==> src/rtl/iir_filter_bank.sv <==
// Multi-channel first-order IIR bank: one shared datapath walks the channels
// after each sample strobe, then publishes all results to vout together.
module iir_filter_bank #(
    parameter int WIDTH = 20,
    parameter int CH    = 4,
    parameter int KW    = 4
) (
    input  logic                  qzt_clk,
    input  logic                  reset,
    input  logic                  clk_in,
    input  logic [KW-1:0]         k,
    input  logic                  mode,
    input  logic                  clr,
    input  logic [CH*WIDTH-1:0]   vin,
    output logic [CH*WIDTH-1:0]   vout,
    output logic                  busy,
    output logic                  done,
    output logic                  overrun
);
    localparam int KMAX = 2**KW - 1;
    localparam int SW   = WIDTH + KMAX;
    localparam int DW   = SW + 1;
    localparam int IW   = (CH > 1) ? $clog2(CH) : 1;

    typedef enum logic [1:0] {IDLE, CALC, DONE} state_t;

    state_t                 state_q, state_d;
    logic                   clk_in_old_q;
    logic [IW-1:0]          idx_q, idx_d;
    logic [KW-1:0]          k_q;
    logic                   mode_q;
    logic [CH*WIDTH-1:0]    vin_q;
    logic signed [SW-1:0]   s_q [CH];
    logic [CH-1:0][WIDTH-1:0] res_q;
    logic [CH*WIDTH-1:0]    vout_q, vout_ld;

    logic                   edge_det, last;
    logic signed [WIDTH-1:0] x, lp, y;
    logic signed [SW-1:0]   s_cur, s_new;
    logic signed [DW-1:0]   xs, diff, step, sum;
    logic signed [WIDTH:0]  hp;

    assign edge_det = clk_in & ~clk_in_old_q;
    assign busy     = (state_q != IDLE);
    assign done     = (state_q == DONE);
    assign overrun  = edge_det & busy & ~clr;
    assign vout     = vout_q;
    assign last     = (idx_q == IW'(CH-1));

    // Shared datapath: state holds y scaled by 2^KMAX so small k steps keep precision.
    always_comb begin
        x     = $signed(vin_q[idx_q*WIDTH +: WIDTH]);
        s_cur = s_q[idx_q];
        xs    = $signed({{(KMAX+1){x[WIDTH-1]}}, x}) <<< KMAX;
        diff  = xs - $signed({s_cur[SW-1], s_cur});
        step  = diff >>> k_q;
        sum   = $signed({s_cur[SW-1], s_cur}) + step;
        s_new = sum[SW-1:0];
        lp    = s_new[SW-1:KMAX];
        hp    = $signed({x[WIDTH-1], x}) - $signed({lp[WIDTH-1], lp});
        if (hp[WIDTH] != hp[WIDTH-1])
            y = hp[WIDTH] ? {1'b1, {(WIDTH-1){1'b0}}} : {1'b0, {(WIDTH-1){1'b1}}};
        else
            y = hp[WIDTH-1:0];
        if (!mode_q)
            y = lp;
    end

    always_comb begin
        vout_ld = '0;
        for (int i = 0; i < CH; i++)
            vout_ld[i*WIDTH +: WIDTH] = (IW'(i) == idx_q) ? y : res_q[i];
    end

    always_comb begin
        state_d = state_q;
        idx_d   = idx_q;
        case (state_q)
            IDLE: if (edge_det) begin state_d = CALC; idx_d = '0; end
            CALC: begin
                idx_d = idx_q + 1'b1;
                if (last) state_d = DONE;
            end
            DONE: state_d = IDLE;
            default: state_d = IDLE;
        endcase
        if (clr) begin
            state_d = IDLE;
            idx_d   = '0;
        end
    end

    always_ff @(posedge qzt_clk or posedge reset) begin
        if (reset) begin
            state_q      <= IDLE;
            clk_in_old_q <= 1'b1;
            idx_q        <= '0;
            k_q          <= '0;
            mode_q       <= 1'b0;
            vin_q        <= '0;
            res_q        <= '0;
            vout_q       <= '0;
            for (int i = 0; i < CH; i++) s_q[i] <= '0;
        end else begin
            clk_in_old_q <= clk_in;
            state_q      <= state_d;
            idx_q        <= idx_d;
            if (clr) begin
                vout_q <= '0;
                for (int i = 0; i < CH; i++) s_q[i] <= '0;
            end else if (state_q == IDLE && edge_det) begin
                vin_q  <= vin;
                k_q    <= k;
                mode_q <= mode;
            end else if (state_q == CALC) begin
                s_q[idx_q]   <= s_new;
                res_q[idx_q] <= y;
                // vout and done appear together in the DONE cycle
                if (last) vout_q <= vout_ld;
            end
        end
    end
endmodule

==> config.mk <==
export PLATFORM = sky130hd
export DESIGN_NAME = iir_filter_bank
export DESIGN_NICKNAME = d
export VERILOG_FILES = /design/src/rtl/iir_filter_bank.sv
export SDC_FILE = /design/constraint.sdc
export NUM_CORES = 1
export LEC_CHECK = 0
export ABC_AREA = 1
export CAP_MARGIN = 20
export CORE_MARGIN = 10
export CORE_UTILIZATION = 40
export DETAILED_ROUTE_END_ITERATION = 10
export PLACE_DENSITY = 0.59
export REMOVE_ABC_BUFFERS = 1
export SLEW_MARGIN = 0
export SYNTH_ARGS = -nofsm -noshare
export SYNTH_HDL_FRONTEND = slang
export SYNTH_SLANG_ARGS = --single-unit
==> constraint.sdc <==
create_clock -name qzt_clk -period 12.6 [get_ports qzt_clk]
set_clock_uncertainty 0.2 [all_clocks]
set_input_delay 2.52 -clock qzt_clk [delete_from_list [all_inputs] [get_ports qzt_clk]]
set_output_delay 2.52 -clock qzt_clk [all_outputs]
set_load 0.1 [all_outputs]
Word-level counts from Yosys, hierarchy flattened:

Cells that the tools add are included.

* bits in registers: 390
* input bits: 89
* output and inout port bits: 83
* word-level logic and storage cells: 88

* add/sub/neg operators: 4
* multiply operators: 1
* magnitude comparators: 4
* equal/unequal tests: 10
* shift operators: 2
* mux-type cells: 30
* bitwise gates (word level): 7
* reductions and logical operators: 15

Operator list (number)
* 2-to-1 mux 140 bit: 3
* 2-to-1 mux 80 bit: 4
* 2-to-1 mux 20 bit: 8
* bitwise mux 140 bit: 1
* 2-to-1 mux 35 bit: 3
* bitwise mux 80 bit: 1
* variable part select 80 x 8 -> 20 bit: 1
* binary-select mux 35 bit (select 2 bit): 1
* demux 35 bit (select 2 bit): 1
* demux 20 bit (select 2 bit): 1
* >>> shifter 36 x 4 -> 35 bit: 1
* subtractor 35 x 35 -> 36 bit: 1
* adder 35 bit: 1
* subtractor 20 x 20 -> 21 bit: 1
* 2-to-1 mux 2 bit: 5
* one-hot mux 2 bit (2 select lines): 2
* AND reduction 2 bit: 4
* inequality test 3 bit (second input constant): 2
* AND reduction 3 bit: 2
* nonzero test 2 bit: 3
* multiplier 2 x 3 -> 5 bit (second input constant): 1
* == test 2 bit (first input constant): 2
* == test 2 bit (second input constant): 2
* logical NOT 2 bit: 2
* 14 further kinds: 20

Depth between registers and ports, before layout:

Gate-level depths: netlist of the first run.

* depth in word-level cells: 16
* mapped depth: 60
* depth with buffers taken out: 55

Worst setup path before layout of the first run:

Ideal clock, no wire load.

* path kind: input port to output port
* from: input clr
* to: output overrun
* arrival: 5.612 ns
* required time: 9.880 ns
* slack: 4.268 ns
* stages on the path: 2
* buffers on the path: 1
* cell sequence: clkbuf_1 nor4_1

* cells in the longest elaborated chain, start to end: 2

RTL lines
* start: declaration: RTL line 13 `input logic clr,`
* NOT 1 bit (no source line)
* AND 1 bit: RTL line 46 `assign overrun = edge_det & busy & ~clr;`
* end: declaration: RTL line 18 `output logic overrun`

Every way passes these cells.

Final worst setup path of the first run:

* from: register idx_q[0]
* to: register vout_q[52], in the netlist vout[52]

* cells in the longest elaborated chain, start to end: 16
* elaborated cells on any way between the ends: 23
* classes of those cells: 3 x add/sub; 1 x mul; 3 x eq/ne; 2 x shift; 11 x mux; 1 x bitwise; 2 x reduce/logical

RTL lines
* start: declaration: RTL line 29 `logic [IW-1:0] idx_q, idx_d;`
* start signal: assignment: RTL line 107 `idx_q <= idx_d;`
* parallel branches: the longest is 16 deep, another holds subtractor 35 x 35 -> 36 bit
* end signal: assignment: RTL line 119 `if (last) vout_q <= vout_ld;`
* end: declaration: RTL line 35 `logic [CH*WIDTH-1:0] vout_q, vout_ld;`

Parallel ways; which one is timed is not known. The select of a mux whose other input is x is not followed.
A chain may end at the register's enable or synchronous reset.

==> qor.csv, run 1 <==
metric,value,unit
status,finished clean,
numCtsBuffers,42,
setup_viol,0,
cts_resized,0,
grt_pass1_wl,122,mm
leakagePower,13.3,nW
whs,0.279,ns
syn_inst,3229,
antenna_found_initial,0,
grt_overflow,0,
htreeDepth,2,
grt_max_degree,106,
layout_common_cells,"1,051 x nand2_1, 368 x dfrtp_1, 316 x inv_1",
avgRoutedWirePerCell,18.7,um
yosysUniqueCellTypes,56,
slowest_stage,a32oi_1,
setup_tns,0,ns
ys_warn_count,0,
io_pins,172,
fillers,5779,
grt_pass1_vias,21500,
required,12.86,ns
syn_area_per_cell,7.20,um2
post_cts_buffers,0,
fp-row-count,88,
placed_area,25500,um2
ctsHoldBuffers,0,
drv_cap,0,
globalplace.congestion,0.955,
ys_ff_latch,370,
port_buffers,171,
diodes,0,
synth_seq_area_share,0.399,
wirelength,76.8,mm
clk_path_buf_depth,3,
critical_path_class,register to register,
ir_drop,0.179,mV
synth_top_area_share,0.397,
die_x,261,um
cts_tree,yes,
vias_per_cell,5.27,
slew-limit-headroom,0.238,
hpwl,55.9,mm
cp_slowest_stage_delay,0.94,ns
fin_util,0.468,
drt_first_pass_iters,6,
cp.arrival,10.47,ns
nNetsFinal,3478,
start_util,0.403,
rsz0062_at_grt,false,
final_area,26900,um2
drc,0,
path_max_fanout,67,
period_needed,10.21,ns
cpMostUsedCell,nand2_1,
clkTransAtPathRegs,0.06,ns
startpoint_type,register,
hold_viol_final,0,
max_freq,0.0980,GHz
root_buffer,clkbuf_16,
syn2layout_area_growth,15.9,%
syn-cell-area,23200,um2
vias,21700,
p_per_area,282,nW/um2
drive_gt1_frac,0.0824,
slew_violations,0,
die_h,261,um
ant_nets,0,
dp_slack,2.51,ns
design.core.area,57600,um2
synth_top_area_cell,dfrtp_1,
mostFrequentLayoutCell,nand2_1,
regArea,9260,um2
die_area,68100,um2
holdCritPathClass,register to register,
dr.first_iter.drc_count,1831,
multi_input_area,12100,um2
grt.total_usage,0.223,
worst_slack,2.39,ns
endpoint_kind,register,
synthTopCellsByArea,"dfrtp_1 40%, nand2_1 17%, o21ai_0 6.1%",
cts_sinks,370,
insertion_delay,0.58,ns
finalCritPeriodShare,0.810,
worst_slew_pin_slew,1.14,ns
## cell type report
type | instances | area share
flip-flops and latches | 370 | 0.344
repair buffers | 196 | 0.0710
multi-input cells | 2377 | 0.451
inverters | 330 | 0.0464
clock buffers | 61 | 0.0451
well taps | 765 | 0.0355
clock inverters | 15 | 0.00678
## metal layers
layer / share of wire / routed length (um) / global-route usage / vias to the layer above
met5: 0 / 0 / 0 / -
met4: 0.020 / 1500 / 0.0555 / 0
met3: 0.049 / 3770 / 0.0230 / 86
met2: 0.48 / 36700 / 0.378 / 634
met1: 0.45 / 34800 / 0.301 / 10400
li1: - / - / - / 10600
## synthesized netlist by cell type (all sizes together)
| master | number |
|---|---|
| o21ai | 298 |
| xnor2 | 15 |
| a21oi | 120 |
| nor3b | 1 |
| o221ai | 1 |
| o21bai | 11 |
| mux2i | 5 |
| a32oi | 28 |
| ha | 70 |
| inv | 328 |
| a311oi | 1 |
| a31oi | 11 |
| o2111ai | 1 |
| nand2 | 1102 |
| o22ai | 43 |
| a2111oi | 1 |
| and2 | 1 |
| buf | 39 |
| dfstp | 1 |
| fa | 2 |
| mux2 | 80 |
| nor3 | 14 |
| nand3b | 6 |
| nand4 | 17 |
| or2 | 7 |
| o211ai | 5 |
| a221o | 1 |
| a211oi | 2 |
| o311ai | 2 |
| dfrtp | 369 |
| o31ai | 1 |
| a21boi | 2 |
| nand3 | 209 |
| nor2 | 271 |
| xor2 | 45 |
| nor4 | 3 |
| clkinv | 2 |
| clkbuf | 113 |
| a21o | 1 |
## power by group
group / internal, mW / switching (mW) / leakage (nW)
Sequential: 1.37 / 0.0999 / 4.91
Clock: 0.733 / 0.512 / 0.686
Combinational: 1.44 / 3.45 / 7.74
## logic make-up after synthesis
| group | synth area share |
|---|---|
| XOR/XNOR | 0.0226 |
| AND/OR/NAND/NOR | 0.291 |
| flip-flops | 0.399 |
| multiplexers | 0.0409 |
| adder cells (fa/ha/maj) | 0.0394 |
| AO/OA/AOI/OAI | 0.126 |
| buffers and inverters | 0.0814 |
## path summary, 6_finish.rpt
kind / slack [ns] / start / cells after the start / end
max: 2.39 / idx_q[0] / 47 / vout[52]
max in group asynchronous: 7.53 / reset / 4 / idx_q[0]
min: 0.28 / vout[65] / 2 / vout[65]
min reg2reg: 0.28 / vout[65] / 2 / vout[65]
max reg2reg: 2.39 / idx_q[0] / 47 / vout[52]
min in group asynchronous: 2.25 / reset / 2 / vout[24]
## per-stage QoR
stage	power [mW]	instances
detailed placement	6.34	4038
CTS	7.62	4114
floorplan	4.93	3077
global route	8.30	4114
global placement	6.30	4038
finish	7.60	4114
## worst max-delay path: cells and delay by family, from the launching register on
family	cells	cell delay (ns)
simple gates	25	2.83
flops	1	0.68
xor+xnor	1	0.48
compound gates	13	3.62
fa+ha+maj	3	1.19
buf+inv	5	1.02
## sequential cells by signal (all words and copies together) (netlist names)
| signal | flops |
|---|---|
| s_q | 140 |
| vin_q | 80 |
| vout | 80 |
| res_q | 60 |
| k_q | 4 |
| idx_q | 2 |
| state_q | 2 |
| clk_in_old_q | 1 |
| mode_q | 1 |
No activity file was read; power rests on OpenSTA's default activity.
==> run 2, diff against run 1 <==
clock period = 8.43 ns   (was 12.6 ns; I/O delays follow)
==> qor.csv, run 2 (same netlist as run 1, synthesis figures left out) <==
metric,value,unit,change
status,finished clean,,
startpoint_type,register,,
endpoint_kind,register,,
diodes,0,,unchanged
cts_sinks,370,,unchanged
clkTransAtPathRegs,0.06,ns,about the same
period_needed,7.84,ns,-2.37 ns
vias_per_cell,5.25,,-0.27%
grt.total_usage,0.227,,+0.00394
insertion_delay,0.58,ns,about the same
fp-row-count,88,,unchanged
setup_viol,0,,unchanged
rsz0062_at_grt,false,,
wirelength,80.3,mm,+4.6%
whs,0.278,ns,-0.00117 ns
grt_max_degree,178,,+68%
vias,22600,,+4.2%
start_util,0.403,,unchanged
die_x,261,um,unchanged
globalplace.congestion,0.957,,+0.19%
ctsHoldBuffers,0,,unchanged
slew_violations,0,,unchanged
root_buffer,clkbuf_16,,
holdCritPathClass,register to register,,
mostFrequentLayoutCell,nand2_1,,
drv_cap,0,,unchanged
required,8.70,ns,-4.16 ns
min_delay_path_depth,2,,unchanged
finalCritPeriodShare,0.930,,+0.120
io_pins,172,,unchanged
path_max_fanout,9,,-87%
fin_util,0.502,,+0.0341
nNetsFinal,3662,,+5.3%
cp_slowest_stage_delay,0.41,ns,-0.53 ns
drt_first_pass_iters,5,,-1
design.core.area,57600,um2,unchanged
worst_slew_pin_slew,1.16,ns,+0.0141 ns
port_buffers,171,,unchanged
cts_tree,yes,,
dr.first_iter.drc_count,1701,,-7.1%
drive_gt1_frac,0.147,,+0.0651
ir_drop,0.274,mV,+53%
max_freq,0.127,GHz,+30%
hold_viol_final,0,,unchanged
fillers,5750,,-0.50%
avgRoutedWirePerCell,18.7,um,+0.14%
slowest_stage,dfrtp_1,,
htreeDepth,2,,unchanged
largest_reg_flops,140,,unchanged
grt_overflow,0,,unchanged
top_register,s_q,,
fin_cells,4298,,+4.5%
hpwl,57.1,mm,+2.1%
grt_pass1_wl,123,mm,+1.4%
cpMostUsedCell,nand2_1,,
cp.arrival,8.11,ns,-2.36 ns
layout_common_cells,"1,036 x nand2_1, 368 x dfrtp_1, 315 x inv_1",,
grt_pass1_vias,22000,,+2.1%
clk_path_buf_depth,3,,unchanged
syn2layout_area_growth,24.3,%,
critical_path_class,register to register,,
setup_tns,0,ns,unchanged
worst-r2r-cell-count,45,,-4.3%
slew-limit-headroom,0.225,,-0.0123
antenna_found_initial,1,,+1
leakagePower,14.3,nW,+7.6%
die_area,68100,um2,unchanged
drc,0,,unchanged
die_h,261,um,unchanged
numCtsBuffers,43,,+2.4%
p_per_area,438,nW/um2,+55%
dp_cells,4204,,+4.1%
power,12.7,mW,+66%
ant_nets,0,,unchanged
run 2: changes by cell type in the layout (fill, tap and decap cells not counted), sizes merged:
| cell | change |
|---|---|
| buf | +177 |
| clkbuf | +12 |
| bufinv | -2 |
| inv | -2 |
| clkinv | -1 |
run 2: worst paths after layout:
| check | from | slack [ns] | endpoint |
|---|---|---|---|
| setup / recovery | idx_q[1] | 0.59 | vout[23] |
| hold / removal | vout[38] | 0.28 | vout[38] |
| setup reg to reg | idx_q[1] | 0.59 | vout[23] |
| hold reg to reg | vout[38] | 0.28 | vout[38] |
| max in group asynchronous | reset | 5.05 | vin_q[11] |
| min in group asynchronous | reset | 1.47 | vout[6] |
run 2: critical path: cells and delay by family (launching register included):
| family | cells | cell delay (ns) |
|---|---|---|
| buffers and inverters | 11 | 1.71 |
| AO/OA/AOI/OAI | 14 | 2.52 |
| adder cells (fa/ha/maj) | 3 | 0.96 |
| flip-flops | 1 | 0.41 |
| XOR/XNOR | 2 | 0.49 |
| AND/OR/NAND/NOR | 15 | 1.41 |
run 2: per-stage QoR:
| stage | area [um2] | setup slack [ns] |
|---|---|---|
| global route | 28900 | 0.0276 |
| floorplan | 22600 | -3.73 |
| finish | 28900 | 0.586 |
| global placement | 26800 | 0.187 |
| detailed placement | 26800 | 0.181 |
| CTS | 28200 | 0.157 |
run 2: report_power, final:
part	internal (mW)	switching [mW]	leakage [nW]
registers	2.05	0.138	4.91
clock network	1.07	0.764	0.673
logic	3.17	5.46	8.76
run 2: per-layer routing:
layer,vias up,global-route usage,wire length (um),share of wire
li1,10900,-,-,-
met5,-,0,0,0
met1,10800,0.310,36200,0.45
met4,0,0.0779,2560,0.032
met2,668,0.370,37400,0.47
met3,113,0.0238,4150,0.052
run 2: repair_timing:
action                     CTS  global route
setup buffers                0            10
setup endpoints to repair    0           140
gates resized for setup      0            89
run 2: layout make-up:
cell class | count | area [um2] | area share
Tap cell | 765 | 957 | 0.0331
Multi-Input combinational cell | 2377 | 12500 | 0.433
Clock inverter | 10 | 96.3 | 0.00333
Inverter | 330 | 1260 | 0.0436
Timing Repair Buffer | 379 | 3510 | 0.122
Clock buffer | 67 | 1280 | 0.0442
Sequential cell | 370 | 9260 | 0.321
==> run 3, diff against run 2 <==
SLEW_MARGIN = default   (was 0)
==> results of run 3 <==
Same layout as run 2: the final DEF is identical, and so are final timing and power.
